### config.mk
export PLATFORM = sky130hd
export DESIGN_NAME = seg_scan_ctrl
export DESIGN_NICKNAME = d
export VERILOG_FILES = /design/src/rtl/seg_scan_pkg.sv /design/src/rtl/seg_dwell_timer.sv /design/src/rtl/seg_scan_ctrl.sv
export SDC_FILE = /design/constraint.sdc
export NUM_CORES = 1
export LEC_CHECK = 0
export CORE_MARGIN = 2
export CORE_UTILIZATION = 42
export DETAILED_ROUTE_END_ITERATION = 6
export PLACE_DENSITY = 0.62
export SKIP_CTS_REPAIR_TIMING = 1
export SLEW_MARGIN = 20
export SYNTH_ARGS = -nofsm -noshare
export SYNTH_HDL_FRONTEND = slang
export SYNTH_SLANG_ARGS = --single-unit
### constraint.sdc
create_clock -name clk_i -period 3.3 [get_ports clk_i]
set_input_delay 0.33 -clock clk_i [delete_from_list [all_inputs] [get_ports clk_i]]
set_output_delay 0.33 -clock clk_i [all_outputs]
set_load 0.02 [all_outputs]
### src/rtl/seg_scan_pkg.sv
// Shared types and constants for the multiplexed 7-segment scanner.
//   state_e    : slot FSM states (ST_BLANK anti-ghost gap, ST_DRIVE lit phase)
//   SEG_BLANK  : active-low "all segments off" pattern
//   calc_dwell : cycles per digit slot from clock period (ns) and refresh rate (Hz)
package seg_scan_pkg;

  typedef enum logic {
    ST_BLANK = 1'b0,
    ST_DRIVE = 1'b1
  } state_e;

  localparam logic [7:0] SEG_BLANK = 8'hFF;

  function automatic int calc_dwell(input int clk_per, input int refr_rate);
    return 1_000_000_000 / (clk_per * refr_rate);
  endfunction

endpackage

### src/rtl/seg_dwell_timer.sv
// Digit-slot timer. Counts 0..DWELL-1 per slot.
//   clk_i, reset_i : clock, synchronous active-high reset
//   blank_done_o   : current cycle is the last blank cycle of the slot
//   slot_done_o    : current cycle is the last cycle of the slot
//   slot_start_o   : the next cycle is cycle 0 of a slot
module seg_dwell_timer
  import seg_scan_pkg::*;
#(
  parameter int DWELL        = 40,
  parameter int BLANK_CYCLES = 4
) (
  input  logic clk_i,
  input  logic reset_i,
  output logic blank_done_o,
  output logic slot_done_o,
  output logic slot_start_o
);

  localparam int CW = (DWELL > 2) ? $clog2(DWELL) : 1;

  if (DWELL <= BLANK_CYCLES || BLANK_CYCLES < 1) begin : g_bad_timing
    $error("seg_dwell_timer: need DWELL > BLANK_CYCLES >= 1");
  end

  logic [CW-1:0] cnt_q, cnt_d;
  // Set by reset: the first active edge starts slot 0 from count 0 instead
  // of advancing, so the cycle right after reset is the first blank cycle.
  logic          restart_q;

  assign blank_done_o = !restart_q && (cnt_q == CW'(BLANK_CYCLES - 1));
  assign slot_done_o  = !restart_q && (cnt_q == CW'(DWELL - 1));
  assign slot_start_o = restart_q || slot_done_o;
  assign cnt_d        = slot_start_o ? '0 : cnt_q + 1'b1;

  always_ff @(posedge clk_i) begin
    if (reset_i) begin
      cnt_q     <= '0;
      restart_q <= 1'b1;
    end else begin
      cnt_q     <= cnt_d;
      restart_q <= 1'b0;
    end
  end

endmodule

### src/rtl/seg_scan_ctrl.sv
// Multiplexed 7-segment display scanner with PWM brightness and
// frame-synchronous double-buffered digit data.
//   clk_i, reset_i  : clock, synchronous active-high reset
//   digit_data_i    : per-digit active-low cathode patterns (bit 7 = DP)
//   digit_en_i      : per-digit enable, sampled live
//   brightness_i    : PWM level, 15 = full on, sampled live
//   update_i        : one-cycle request to load digit_data_i
//   update_ack_o    : pulses when loaded data becomes visible (frame start)
//   anode_o         : active-low digit select, at most one bit low
//   cathode_o       : active-low segment drive
//   frame_start_o   : pulses in the first blank cycle of digit 0
module seg_scan_ctrl
  import seg_scan_pkg::*;
#(
  parameter int NUM_SEGMENTS = 8,
  parameter int CLK_PER      = 10,
  parameter int REFR_RATE    = 1000,
  parameter int BLANK_CYCLES = 16
) (
  input  logic                        clk_i,
  input  logic                        reset_i,
  input  logic [NUM_SEGMENTS-1:0][7:0] digit_data_i,
  input  logic [NUM_SEGMENTS-1:0]     digit_en_i,
  input  logic [3:0]                  brightness_i,
  input  logic                        update_i,
  output logic                        update_ack_o,
  output logic [NUM_SEGMENTS-1:0]     anode_o,
  output logic [7:0]                  cathode_o,
  output logic                        frame_start_o
);

  localparam int DWELL = calc_dwell(CLK_PER, REFR_RATE);
  localparam int IW    = (NUM_SEGMENTS > 1) ? $clog2(NUM_SEGMENTS) : 1;

  if (DWELL <= BLANK_CYCLES) begin : g_bad_dwell
    $error("seg_scan_ctrl: DWELL must exceed BLANK_CYCLES");
  end

  logic blank_done, slot_done, slot_start;

  seg_dwell_timer #(
    .DWELL       (DWELL),
    .BLANK_CYCLES(BLANK_CYCLES)
  ) u_timer (
    .clk_i       (clk_i),
    .reset_i     (reset_i),
    .blank_done_o(blank_done),
    .slot_done_o (slot_done),
    .slot_start_o(slot_start)
  );

  state_e                         state_q, state_d;
  logic [IW-1:0]                  idx_q, idx_d;
  logic [3:0]                     pwm_q, pwm_d;
  logic                           pend_q, pend_d;
  logic [NUM_SEGMENTS-1:0][7:0]   stg_q, stg_d, shd_q, shd_d;
  logic [NUM_SEGMENTS-1:0]        anode_d;
  logic [7:0]                     cathode_d;
  logic                           frame_d, ack_d;

  always_comb begin
    state_d   = state_q;
    idx_d     = idx_q;
    pwm_d     = '0;
    pend_d    = pend_q;
    stg_d     = stg_q;
    shd_d     = shd_q;
    ack_d     = 1'b0;
    anode_d   = '1;
    cathode_d = SEG_BLANK;

    case (state_q)
      ST_BLANK: if (blank_done) state_d = ST_DRIVE;
      ST_DRIVE: begin
        pwm_d = pwm_q + 4'd1;
        if (slot_done) begin
          state_d = ST_BLANK;
          idx_d   = (idx_q == IW'(NUM_SEGMENTS - 1)) ? '0 : idx_q + 1'b1;
        end
      end
      default: state_d = ST_BLANK;
    endcase

    // Outputs are registered from next-state values so they line up with
    // the state they describe rather than lagging it by a cycle.
    frame_d = slot_start && (idx_d == '0);

    if (update_i) begin
      stg_d  = digit_data_i;
      pend_d = 1'b1;
    end
    // An update landing on the frame edge bypasses staging latency; either
    // way only one ack is produced per frame.
    if (frame_d && (update_i || pend_q)) begin
      shd_d  = update_i ? digit_data_i : stg_q;
      pend_d = 1'b0;
      ack_d  = 1'b1;
    end

    if (state_d == ST_DRIVE && digit_en_i[idx_d] && pwm_d <= brightness_i) begin
      anode_d[idx_d] = 1'b0;
      cathode_d      = shd_d[idx_d];
    end
  end

  always_ff @(posedge clk_i) begin
    if (reset_i) begin
      state_q       <= ST_BLANK;
      idx_q         <= '0;
      pwm_q         <= '0;
      pend_q        <= 1'b0;
      stg_q         <= {NUM_SEGMENTS{SEG_BLANK}};
      shd_q         <= {NUM_SEGMENTS{SEG_BLANK}};
      anode_o       <= '1;
      cathode_o     <= SEG_BLANK;
      frame_start_o <= 1'b0;
      update_ack_o  <= 1'b0;
    end else begin
      state_q       <= state_d;
      idx_q         <= idx_d;
      pwm_q         <= pwm_d;
      pend_q        <= pend_d;
      stg_q         <= stg_d;
      shd_q         <= shd_d;
      anode_o       <= anode_d;
      cathode_o     <= cathode_d;
      frame_start_o <= frame_d;
      update_ack_o  <= ack_d;
    end
  end

endmodule

; Yosys cells after proc, flatten, opt, wreduce, memory -nomap -nowiden
; Index checks and enable logic that the tools add are counted.
[totals]
input_bits = 79
word_cells = 69
ff_bits = 173
out_inout_bits = 18
[classes]
n_addsub = 3
n_eq_ne = 3
n_reduce_logical = 14
n_lt_le_gt_ge = 3
mux = 17
bitwise_logic = 3
[op_table]
columns = op, count
row1 = 64-bit 2-to-1 mux, 2
row2 = 8-bit binary-select mux with 3-bit select, 1
row3 = "17-bit by 1-bit adder with 17-bit output, second input constant", 1
row4 = "17-bit == test, second input constant", 1
row5 = "17-bit by 4-bit == test with 1-bit output, second input constant", 1
row6 = 3-bit 2-to-1 mux, 3
row7 = 8-bit 2-to-1 mux, 1
row8 = 8-bit inverter, 1
row9 = 1-bit logical AND, 7
row10 = 1-bit 2-to-1 mux, 6
row11 = 2-bit OR reduction, 3
row12 = "4-bit by 1-bit adder with 4-bit output, second input constant", 1
row13 = 4-bit <= comparator, 1
row14 = "3-bit by 4-bit < comparator with 1-bit output, second input constant", 1
row15 = 4-bit 2-to-1 mux, 1
row16 = "3-bit by 1-bit adder with 3-bit output, second input constant", 1
row17 = 1-bit binary-select mux with 3-bit select, 1
row18 = 1-bit demux with 3-bit select, 1
row19 = "3-bit == test, second input constant", 1
row20 = "3-bit by 1-bit greater-or-equal comparator with 1-bit output, second input constant", 1
row21 = 3-bit logical NOT, 1
row22 = 1-bit logical OR, 2
row23 = 1-bit inverter, 2
row24 = 1-bit one-hot mux with 2 select lines, 1
row25 = 1-bit logical NOT, 1

; Logic depth before layout (Yosys ltp)
; Gate-level depths: netlist of run 1.
[depth]
depth_word = 10
ltp_mapped = 13
depth_no_buf = 11

; Modules after synthesis
; From an unflattened synthesis of run 1, not the netlist that was laid out.
[hier_totals]
hier_cells = 716
area_unflattened_um2 = 7130.6
[by_module_without_submodules]
columns = mod, seq_area_each_um2, cells_each, instances, area_per_inst_um2
row1 = seg_scan_ctrl, 3103.0, 623, 1, 6277.3
row2 = seg_dwell_timer, 360.3, 93, 1, 853.3

; Worst setup path after synthesis of run 1
; Ideal clock, no wire load.
[synth_timing]
path_type = register -> register
startpoint = reg u_timer.cnt_q[9]
endpoint = reg cathode_o[3]
path_stages_with_launch = 10
synth_period_minus_slack_ps = 2677
slack_ps = 623
t_arrival_ps = 2538
setup_ps = 140
t_required_ps = 3160
n_path_buf = 1
cell_sequence = dfxtp_1 -> nand2_1 -> or4b_4 -> nor2_1 -> mux2i_1 -> buf_2 -> mux2i_1 -> o21ai_0 -> a2111oi_0 -> o211ai_1
[synth_between]
elab_chain_len = 10
word_cells_on_any_way = 22
classes_between = 2 x eq/ne / 10 x mux / 1 x bitwise / 9 x reduce/logical
[synth_lines]
columns = item, line
row1 = start: declaration, seg_dwell_timer.sv:25  ; logic [CW-1:0] cnt_q, cnt_d;
row2 = start signal: assignment, seg_dwell_timer.sv:40  ; cnt_q <= cnt_d;
row3 = 17-bit == test, seg_dwell_timer.sv:31  ; assign slot_done_o = !restart_q && (cnt_q == CW'(DWELL - 1));
row4 = 1-bit logical AND, seg_dwell_timer.sv:31
row5 = 3-bit 2-to-1 mux, seg_scan_ctrl.sv:76  ; if (slot_done) begin
row6 = 3-bit 2-to-1 mux, seg_scan_ctrl.sv:72  ; case (state_q)
row7 = 3-bit logical NOT or 1-bit binary-select mux with 3-bit select (tied branches), "seg_scan_ctrl.sv:86, seg_scan_ctrl.sv:100"
row8 = 1-bit logical AND or 1-bit 2-to-1 mux (tied branches), "seg_scan_ctrl.sv:86, seg_scan_ctrl.sv:100"
row9 = 1-bit logical AND (on tied branches), "seg_scan_ctrl.sv:94, seg_scan_ctrl.sv:100"
row10 = 64-bit 2-to-1 mux or 1-bit logical AND (tied branches), "seg_scan_ctrl.sv:94, seg_scan_ctrl.sv:100"
row11 = 8-bit binary-select mux with 3-bit select or 1-bit inverter (tied branches), n/a
row12 = 8-bit 2-to-1 mux (not written as such) or 2-bit OR reduction (tied branches), n/a
row13 = end signal: assignment, seg_scan_ctrl.sv:126  ; cathode_o <= cathode_d;
row14 = end: declaration, seg_scan_ctrl.sv:28  ; output logic [7:0] cathode_o,
; Parallel ways exist; a longest one is shown, timed or not. The select of a mux whose other input is x is not followed.
; A chain may end at the register's enable or synchronous reset.

; Final worst setup path of run 1
[layout_timing]
startpoint = reg u_timer.cnt_q[7]
endpoint = reg cathode_o[3]
; Same word-level chain as after synthesis.

==> results of run 1 <==
## flip-flops by register name, indices dropped and copies added, names as in the netlist, 3 cells and up
name and count:
anode_o 8, cathode_o 8, idx_q 3, pwm_q 4, shd_q 64, stg_q 64, u_timer.cnt_q 17
## cells in the final DEF (no fill, tap or decap), drive strengths merged, types with 3 or more instances in the layout
master	Yosys	layout
clkdlybuf4s50	0	94
nor2	96	96
xnor2	4	4
mux2	5	5
nor2b	7	7
nand2	33	33
a21oi	17	17
a221oi	3	3
dfxtp	173	173
nand4	4	4
nor4	4	4
a211o	62	62
buf	16	17
nand3	21	21
or3	3	3
clkinv	0	6
inv	5	7
o21ai	13	13
a22oi	4	4
nand2b	68	68
ha	8	8
or2	3	3
clkbuf	33	18
and3	8	8
xor2	10	10
nor3	7	7
mux2i	68	68
clkinvlp	0	5
## layer usage
layer / vias up / global-route usage (%) / share of wire [%]
met5: - / 0 / 0
met4: 0 / 6.03 / 1.8
met3: 27 / 5.25 / 4.6
met2: 144 / 32.8 / 47
met1: 2512 / 26.0 / 46
li1: 2662 / - / -
## metrics by stage
stage | power, W | util, % | worst slack [ns]
final | 0.00456 | 53.0 | 0.163
after global routing | 0.00476 | 53.0 | 0.00988
after CTS | 0.00462 | 52.9 | 0.119
after detailed placement | 0.00272 | 49.5 | 0.167
after global placement | 0.00272 | 49.5 | 0.294
after floorplan | 0.00254 | - | 0.623
## how the worst max path moves through the flow
stage / endpoint / slack (ns) / cells after the start
floorplan: cathode_o[3] / 0.62 / 9
global placement: cathode_o[7] / 0.29 / 9
detailed placement: cathode_o[3] / 0.17 / 9
CTS: cathode_o[3] / 0.12 / 9
global route: cathode_o[3] / 0.01 / 8
finish: cathode_o[3] / 0.16 / 9
## worst max-delay path: stages (launching register included)
cell,delay (ns)
dfxtp_1,0.41
nand4_1,0.15
or4b_4,0.54
nor2_1,0.37
mux2i_4,0.46
nor2_1,0.09
buf_4,0.18
and3_1,0.19
a2111oi_0,0.44
o211ai_1,0.16
## logic make-up after synthesis
kind of cell | count (synthesis)
buf+inv | 54
mux | 73
flops | 173
simple gates | 263
xor+xnor | 14
fa+ha+maj | 8
compound gates | 125
## synth_stat cells, drive strengths merged (3+ instances only)
cell / count / area [um^2]
and3: 8 / 50.1
o21ai: 13 / 65.1
dfxtp: 173 / 3460
a221oi: 3 / 26.3
nor4: 4 / 25.0
nand2: 33 / 124
xnor2: 4 / 35.0
xor2: 10 / 87.6
nand3: 21 / 105
nand4: 4 / 25.0
or2: 3 / 18.8
nor3: 7 / 35.0
mux2: 5 / 56.3
clkbuf: 33 / 124
a211o: 62 / 543
a21oi: 17 / 96.4
ha: 8 / 100
buf: 16 / 85.1
nor2: 96 / 370
mux2i: 68 / 693
or3: 3 / 18.8
nor2b: 7 / 43.8
a22oi: 4 / 30.0
nand2b: 68 / 425
inv: 5 / 18.8
## cell type report
type,instances,share of cell area [%]
clock inverters,14,1.37
inverters,5,0.216
repair buffers,111,12.4
clock buffers,18,5.05
multi-input cells,483,37.9
flip-flops and latches,173,39.8
well taps,220,3.17
## power by group
| part | switching, W | internal (W) | total [W] |
|---|---|---|---|
| Clock | 0.000831 | 0.00105 | 0.00189 |
| Combinational | 0.000195 | 0.000225 | 0.000421 |
| Sequential | 0.0000575 | 0.00220 | 0.00226 |
==> out/metrics.yaml, run 1 <==
outcome: "complete, no violations"
htree_levels: 4
place.gp.congestion: 0.918
hold_ws_ns: 0.146
crit_path_start: "u_timer.cnt_q[7]"
grt_max_degree: 75
synth-edff-count: 0
cts_buffers: 17
area_growth_pct: 24.8
drc: 0
synthArstFlopShare_pct: 0
viasPerCell: 5.22
synth.avg_cell_area_um2: 9.82
fin_crit_ns: 3.14
yosysUniqueCellTypes: 59
ys_seq_area_share_pct: 49.7
r2r_start: "u_timer.cnt_q[7]"
fp-row-count: 47
drt-total-wl_um: 16900
r2r_setup_slack_ns: 0.16
hp-class: "in -> reg"
endpoint_kind: "flop"
ys_warn_count: 0
clk_root_buffer_cell: "clkbuf_16"
worstPathRequired_ns: 3.59
firstDrtPassIters: 7
arrival_ns: 3.43
detail-route-antenna-nets: 0
syn_nets: 797
synth_top_flop_cell: "dfxtp_1"
die_h_um: 133
hold_start: "reset_i"
die_area_um2: 17600
crit_path_max_fanout: 10
rsz0062_at_grt: "no"
pin_count: 97
worst_r2r_endpoint: "cathode_o[3]"
setup_viol: 0
max_slew_margin_pct: 44.1
period_share_pct: 95.1
synthSimpleGateAreaFrac_pct: 18.9
whs_endpoint: "state_q"
synthAdderAreaFrac_pct: 1.44
synth-seq-cells: 173
path_class: "reg -> reg"
synthXorXnorAreaFrac_pct: 1.76
fin_nets: 878
worstSetupStartpointType: "flop"
finClkSkew_ns: 0.0112
final_hold_viol_count: 0
powerDensity_nw_per_um2: 525
fp.dieW_um: 133
wl_per_cell_um: 16.5
num-fill-cells: 1462
grt_pass1_vias: 5335
final_cells: 1024
tritoncts: "done"
whs_path_depth: 2
clock_latency_ns: 0.43
setup_tns_ns: 0
initial_core_util_pct: 42.5
syn_area_um2: 6970
tightest_slew_ns: 0.831
grt_overflow_total: 0
grt_pass1_wl_um: 27900
multi_input_area_um2: 3300
fin_area_um2: 8700
coreArea_um2: 16400
synth_top_family_by_area: "simple AND/OR/NAND/NOR gates"
syn_inst: 710
antenna_found_initial: 0
synth-compound-area-share_pct: 14.2
ff_latch_area_um2: 3460
reg2regPathDepth: 9
route.vias.total: 5345
drtIter0Drc: 401
grtUsageTotal_pct: 20.0
dp_hpwl_um: 12200
cts_buffer_depth: 2
muxShareOfSynthArea_pct: 10.8
port_buffers: 96
finalMaxSlewViolations: 0
vdd_drop_max_v: 0.000413
cts_sinks: 173
dpl_cell_area_um2: 8130
fmax_mhz: 319
final_layout_size_suffix_gt1_share_pct: 8.33
path_clk_slew_ns: 0.07
power_leakage_nw: 3.51
cap_viol_max_count: 0
dp.cells: 992
num_antenna_cells: 0
Power figures use the tool's default switching activity.
==> inputs of run 2 (changes only) <==
CTS_CLUSTER_SIZE = 14   (was default)
PLACE_DENSITY = 0.67   (was 0.62)
==> out/metrics.yaml, run 2 (synthesized netlist as in run 1, its figures left out) <==
max_slew_margin_pct: 48.7  # was 44.1%
pin_count: 97  # unchanged
place_ws_ns: 0.250  # was 0.167 ns
antenna_found_initial: 0  # unchanged
coreArea_um2: 16400  # unchanged
hp-class: "in -> reg"  # unchanged
period_share_pct: 93.1  # was 95.1%
viasPerCell: 5.30  # was 5.22
grt_pass1_wl_um: 26400  # was 27900 um
finalPower_w: 0.00459  # was 0.00456 W
grt_max_degree: 75  # unchanged
critPathSlowestCell: "or4b_4"  # unchanged
cts_sinks: 173  # unchanged
seq_power_share_pct: 49.0  # was 49.5%
largestRegisters: "shd_q x64, stg_q x64, u_timer.cnt_q x17"  # unchanged
vdd_drop_max_v: 0.000324  # was 0.000413 V
htree_levels: 4  # unchanged
clockPowerShare_pct: 41.8  # was 41.3%
grt_pass1_vias: 5167  # was 5335
fin_area_um2: 8690  # was 8700 um^2
fp-row-count: 47  # unchanged
area_growth_pct: 24.6  # was 24.8%
power_leakage_nw: 3.50  # was 3.51 nW
critPathBufInv: 1  # unchanged
route.vias.total: 5413  # was 5345
path_clk_slew_ns: 0.07  # about the same
fp.dieW_um: 133  # unchanged
die_area_um2: 17600  # unchanged
path_class: "reg -> reg"  # unchanged
num-fill-cells: 1454  # was 1462
ff_latch_area_um2: 3460  # unchanged
sw_frac_of_total_pct: 24.3  # was 23.8%
clk_root_buffer_cell: "clkbuf_16"  # unchanged
cts_buffer_depth: 2  # unchanged
drtIter0Drc: 471  # was 401
final_hold_viol_count: 0  # unchanged
tightest_slew_ns: 0.763  # was 0.831 ns
tritoncts: "done"  # unchanged
fin_crit_ns: 3.07  # was 3.14 ns
cap_viol_max_count: 0  # unchanged
crit_path_max_fanout: 31  # was 10
finalMaxSlewViolations: 0  # unchanged
dp_hpwl_um: 11800  # was 12200 um
crit_path_cell_trace: "nand4_1 -> or4b_4 -> or4_4 -> a211o_4 -> buf_4 -> a21oi_1 -> o22a_1 -> nand3_1"  # was nand4_1 -> or4b_4 -> nor2_1 -> mux2i_4 -> nor2_1 -> buf_4 -> and3_1 -> a2111oi_0 -> o211ai_1
num_antenna_cells: 0  # unchanged
place.gp.congestion: 0.906  # was 0.918
initial_core_util_pct: 42.5  # unchanged
multi_input_area_um2: 3290  # was 3300 um^2
outcome: "complete, no violations"  # unchanged
combPwrFrac_pct: 9.1  # was 9.2%
setup_tns_ns: 0  # unchanged
final_common_cell: "dfxtp_1"  # unchanged
setup_slack_ns: 0.227  # was 0.163 ns
die_h_um: 133  # unchanged
p_switching_w: 0.00112  # was 0.00108 W
drt-total-wl_um: 16600  # was 16900 um
cpLargestDelayFamily: "simple AND/OR/NAND/NOR gates"  # unchanged
rsz0062_at_grt: "no"  # unchanged
fin_nets: 875  # was 878
detail-route-antenna-nets: 0  # unchanged
cellInternalPower_w: 0.00348  # about the same
firstDrtPassIters: 5  # was 7
clock_latency_ns: 0.43  # about the same
fmax_mhz: 325  # was 319 MHz
powerDensity_nw_per_um2: 529  # was 525 nW/um^2
grtUsageTotal_pct: 19.0  # was 20.0%
port_buffers: 96  # unchanged
worstPathRequired_ns: 3.61  # was 3.59 ns
finClkSkew_ns: 0.00756  # was 0.0112 ns
dpl_cell_area_um2: 8120  # was 8130 um^2
setup_viol: 0  # unchanged
grt_overflow_total: 0  # unchanged
final_layout_size_suffix_gt1_share_pct: 7.99  # was 8.33%
worstSetupStartpointType: "flop"  # unchanged
endpoint_kind: "flop"  # unchanged
final_cell_mix: "173 x dfxtp_1, 94 x clkdlybuf4s50_1, 93 x nor2_1"  # was 173 x dfxtp_1, 94 x nor2_1, 94 x clkdlybuf4s50_1
cts_buffers: 17  # unchanged
arrival_ns: 3.38  # was 3.43 ns
slowest_delay_ns: 0.54  # about the same
drc: 0  # unchanged
wl_per_cell_um: 16.3  # was 16.5 um
-- run 2: final timing paths --
path | depth (start not counted) | slack (ns) | end | from
max reg2reg | 8 | 0.23 | cathode_o[0] | u_timer.cnt_q[4]
min | 3 | 0.28 | pend_q | update_i
max | 8 | 0.23 | cathode_o[0] | u_timer.cnt_q[4]
min reg2reg | 1 | 0.45 | u_timer.cnt_q[0] | u_timer.cnt_q[0]
-- run 2: area by class of cell --
type / instances / share of cell area (%)
clock buffer: 18 / 4.94
clock inverter: 14 / 1.57
inverter: 5 / 0.216
multi-input combinational: 483 / 37.9
sequential: 173 / 39.9
tap: 220 / 3.17
timing repair buffer: 108 / 12.3
-- run 2: through the flow --
step | cells | util, % | hold slack (ns)
after floorplan | 710 | - | 0.358
after global placement | 989 | 49.5 | 0.428
after detailed placement | 989 | 49.5 | 0.434
after CTS | 1021 | 52.9 | 0.270
after global routing | 1021 | 52.9 | 0.295
final | 1021 | 52.9 | 0.281
-- run 2: metal layers --
layer / share of wire, % / up-vias / GRT usage [%]
met5: 0 / - / 0
met4: 2.7 / 0 / 8.06
met3: 4.9 / 35 / 4.29
met2: 48 / 151 / 31.5
met1: 45 / 2571 / 23.9
li1: - / 2656 / -
-- run 2: worst register-to-register path, delay by kind of cell, from the launching register on --
family	cells	cell delay, ns
AOI/OAI and AO/OA	3	0.92
buffers and inverters	1	0.31
DFF	1	0.44
and+or+nand+nor	4	1.30
-- run 2: power groups by stage --
| stage | Sequential [W] | Combinational, W | Clock (W) |
|---|---|---|---|
| finish | 0.00225 | 0.000420 | 0.00192 |
| global route | 0.00226 | 0.000461 | 0.00204 |
| CTS | 0.00225 | 0.000425 | 0.00195 |
| detailed placement | 0.00230 | 0.000422 | 0 |
| global placement | 0.00230 | 0.000413 | 0 |
| floorplan | 0.00228 | 0.000262 | 0 |
==> inputs of run 3 (changes only) <==
SETUP_SLACK_MARGIN = 0.3   (was default)
==> out/metrics.yaml, run 3 (synthesized netlist as in run 1, its figures left out) <==
reg2regPathDepth: 9  # was 8
power_leakage_nw: 3.57  # was 3.50 nW
num-fill-cells: 1447  # was 1454
final_layout_size_suffix_gt1_share_pct: 10.8  # was 7.99%
place.gp.congestion: 0.906  # unchanged
fin_crit_ns: 2.84  # was 3.07 ns
port_buffers: 96  # unchanged
tightest_slew_ns: 0.849  # was 0.763 ns
tritoncts: "done"  # unchanged
cts_sinks: 173  # unchanged
route.vias.total: 5481  # was 5413
grt_pass1_vias: 5167  # unchanged
grtUsageTotal_pct: 19.0  # unchanged
powerDensity_nw_per_um2: 522  # was 529 nW/um^2
path_clk_slew_ns: 0.07  # about the same
hp-class: "in -> reg"  # unchanged
final_hold_viol_count: 0  # unchanged
firstDrtPassIters: 5  # unchanged
fp.dieW_um: 133  # unchanged
finalPower_w: 0.00461  # was 0.00459 W
finClkSkew_ns: 0.00784  # was 0.00756 ns
detail-route-antenna-nets: 0  # unchanged
die_area_um2: 17600  # unchanged
multi_input_area_um2: 3360  # was 3290 um^2
rsz0062_at_grt: "yes"  # was no
dp_hpwl_um: 11800  # unchanged
viasPerCell: 5.31  # was 5.30
grt_max_degree: 75  # unchanged
final_cell_mix: "168 x dfxtp_1, 94 x clkdlybuf4s50_1, 93 x nor2_1"  # was 173 x dfxtp_1, 94 x clkdlybuf4s50_1, 93 x nor2_1
num_antenna_cells: 0  # unchanged
clk_root_buffer_cell: "clkbuf_16"  # unchanged
grt_pass1_wl_um: 26400  # unchanged
combPwrFrac_pct: 9.4  # was 9.1%
largestRegisters: "shd_q x64, stg_q x64, u_timer.cnt_q x17"  # unchanged
pin_count: 97  # unchanged
coreArea_um2: 16400  # unchanged
seq_power_share_pct: 48.9  # was 49.0%
drt-total-wl_um: 17300  # was 16600 um
drc: 0  # unchanged
whs_path_depth: 1  # was 3
arrival_ns: 3.13  # was 3.38 ns
outcome: "complete, no violations"  # unchanged
p_switching_w: 0.00112  # about the same
finalMaxSlewViolations: 0  # unchanged
ff_latch_area_um2: 3470  # was 3460 um^2
sw_frac_of_total_pct: 24.4  # was 24.3%
fp-row-count: 47  # unchanged
area_growth_pct: 26.7  # was 24.6%
max_slew_margin_pct: 42.9  # was 48.7%
cap_viol_max_count: 0  # unchanged
die_h_um: 133  # unchanged
period_share_pct: 86.1  # was 93.1%
worstSetupStartpointType: "flop"  # unchanged
initial_core_util_pct: 42.5  # unchanged
antenna_found_initial: 0  # unchanged
clock_latency_ns: 0.43  # about the same
vdd_drop_max_v: 0.000324  # about the same
cts_buffer_depth: 2  # unchanged
fin_nets: 886  # was 875
fmax_mhz: 352  # was 325 MHz
cellInternalPower_w: 0.00348  # about the same
final_common_cell: "dfxtp_1"  # unchanged
setup_viol: 0  # unchanged
setup_tns_ns: 0  # unchanged
clockPowerShare_pct: 41.7  # was 41.8%
cts_buffers: 17  # unchanged
htree_levels: 4  # unchanged
endpoint_kind: "flop"  # unchanged
wl_per_cell_um: 16.8  # was 16.3 um
path_class: "reg -> reg"  # unchanged
grt_overflow_total: 0  # unchanged
worstPathRequired_ns: 3.59  # was 3.61 ns
drtIter0Drc: 501  # was 471
crit_path_max_fanout: 20  # was 31
[run 3: cell count changes in the layout (fill, tap and decap cells not counted), moves of 2 or more]
cell | before | now
a211o_2 | 0 | 2
buf_4 | 12 | 20
dfxtp_1 | 173 | 168
dfxtp_2 | 0 | 5
nor4_1 | 4 | 2
nor4_2 | 0 | 2
[run 3: layout make-up]
class / instances / share of cell area [%]
clock buffers: 18 / 4.86
well taps: 220 / 3.12
flip-flops and latches: 173 / 39.3
repair buffers: 117 / 12.9
multi-input cells: 485 / 38.0
inverters: 5 / 0.213
clock inverters: 14 / 1.54
[run 3: metrics by stage]
step	hold slack [ns]	utilization, %	worst slack, ns	instance area, um^2	cells
floorplan	0.358	-	0.623	6970	710
global placement	0.428	49.5	0.391	8120	989
detailed placement	0.434	49.5	0.250	8120	989
CTS	0.270	52.9	0.210	8680	1021
global route	0.367	53.8	0.289	8830	1032
finish	0.334	53.8	0.458	8830	1032
[run 3: worst paths after layout]
check	startpoint	slack [ns]	to
worst max-delay path	u_timer.cnt_q[10]	0.46	cathode_o[1]
worst min-delay path	reset_i	0.33	u_timer.restart_q
worst max register to register	u_timer.cnt_q[10]	0.46	cathode_o[1]
worst min register to register	u_timer.cnt_q[0]	0.45	u_timer.cnt_q[0]
[run 3: critical path: stages (launching register included)]
cell and delay (ns):
dfxtp_1 0.38, nand2_1 0.12, or4b_4 0.58, nor2_4 0.17
mux2i_2 0.32, buf_6 0.24, nor2_1 0.17, buf_4 0.19
a2111oi_2 0.35, o221ai_1 0.18
[run 3: routing by layer]
layer	track usage, %	wire [um]	part of all wire (%)
met1	23.9	7630	44
met2	31.5	8150	47
met3	4.29	1110	6.4
met4	8.06	405	2.3
met5	0	0	0
[run 3: power groups by stage]
stage	Combinational (W)	Sequential, W	Clock (W)
6_report	0.000432	0.00225	0.00192
5_1_grt	0.000473	0.00226	0.00204
4_1_cts	0.000425	0.00225	0.00195
3_5_place_dp	0.000422	0.00230	0
3_3_place_gp	0.000413	0.00230	0
2_1_floorplan	0.000262	0.00228	0
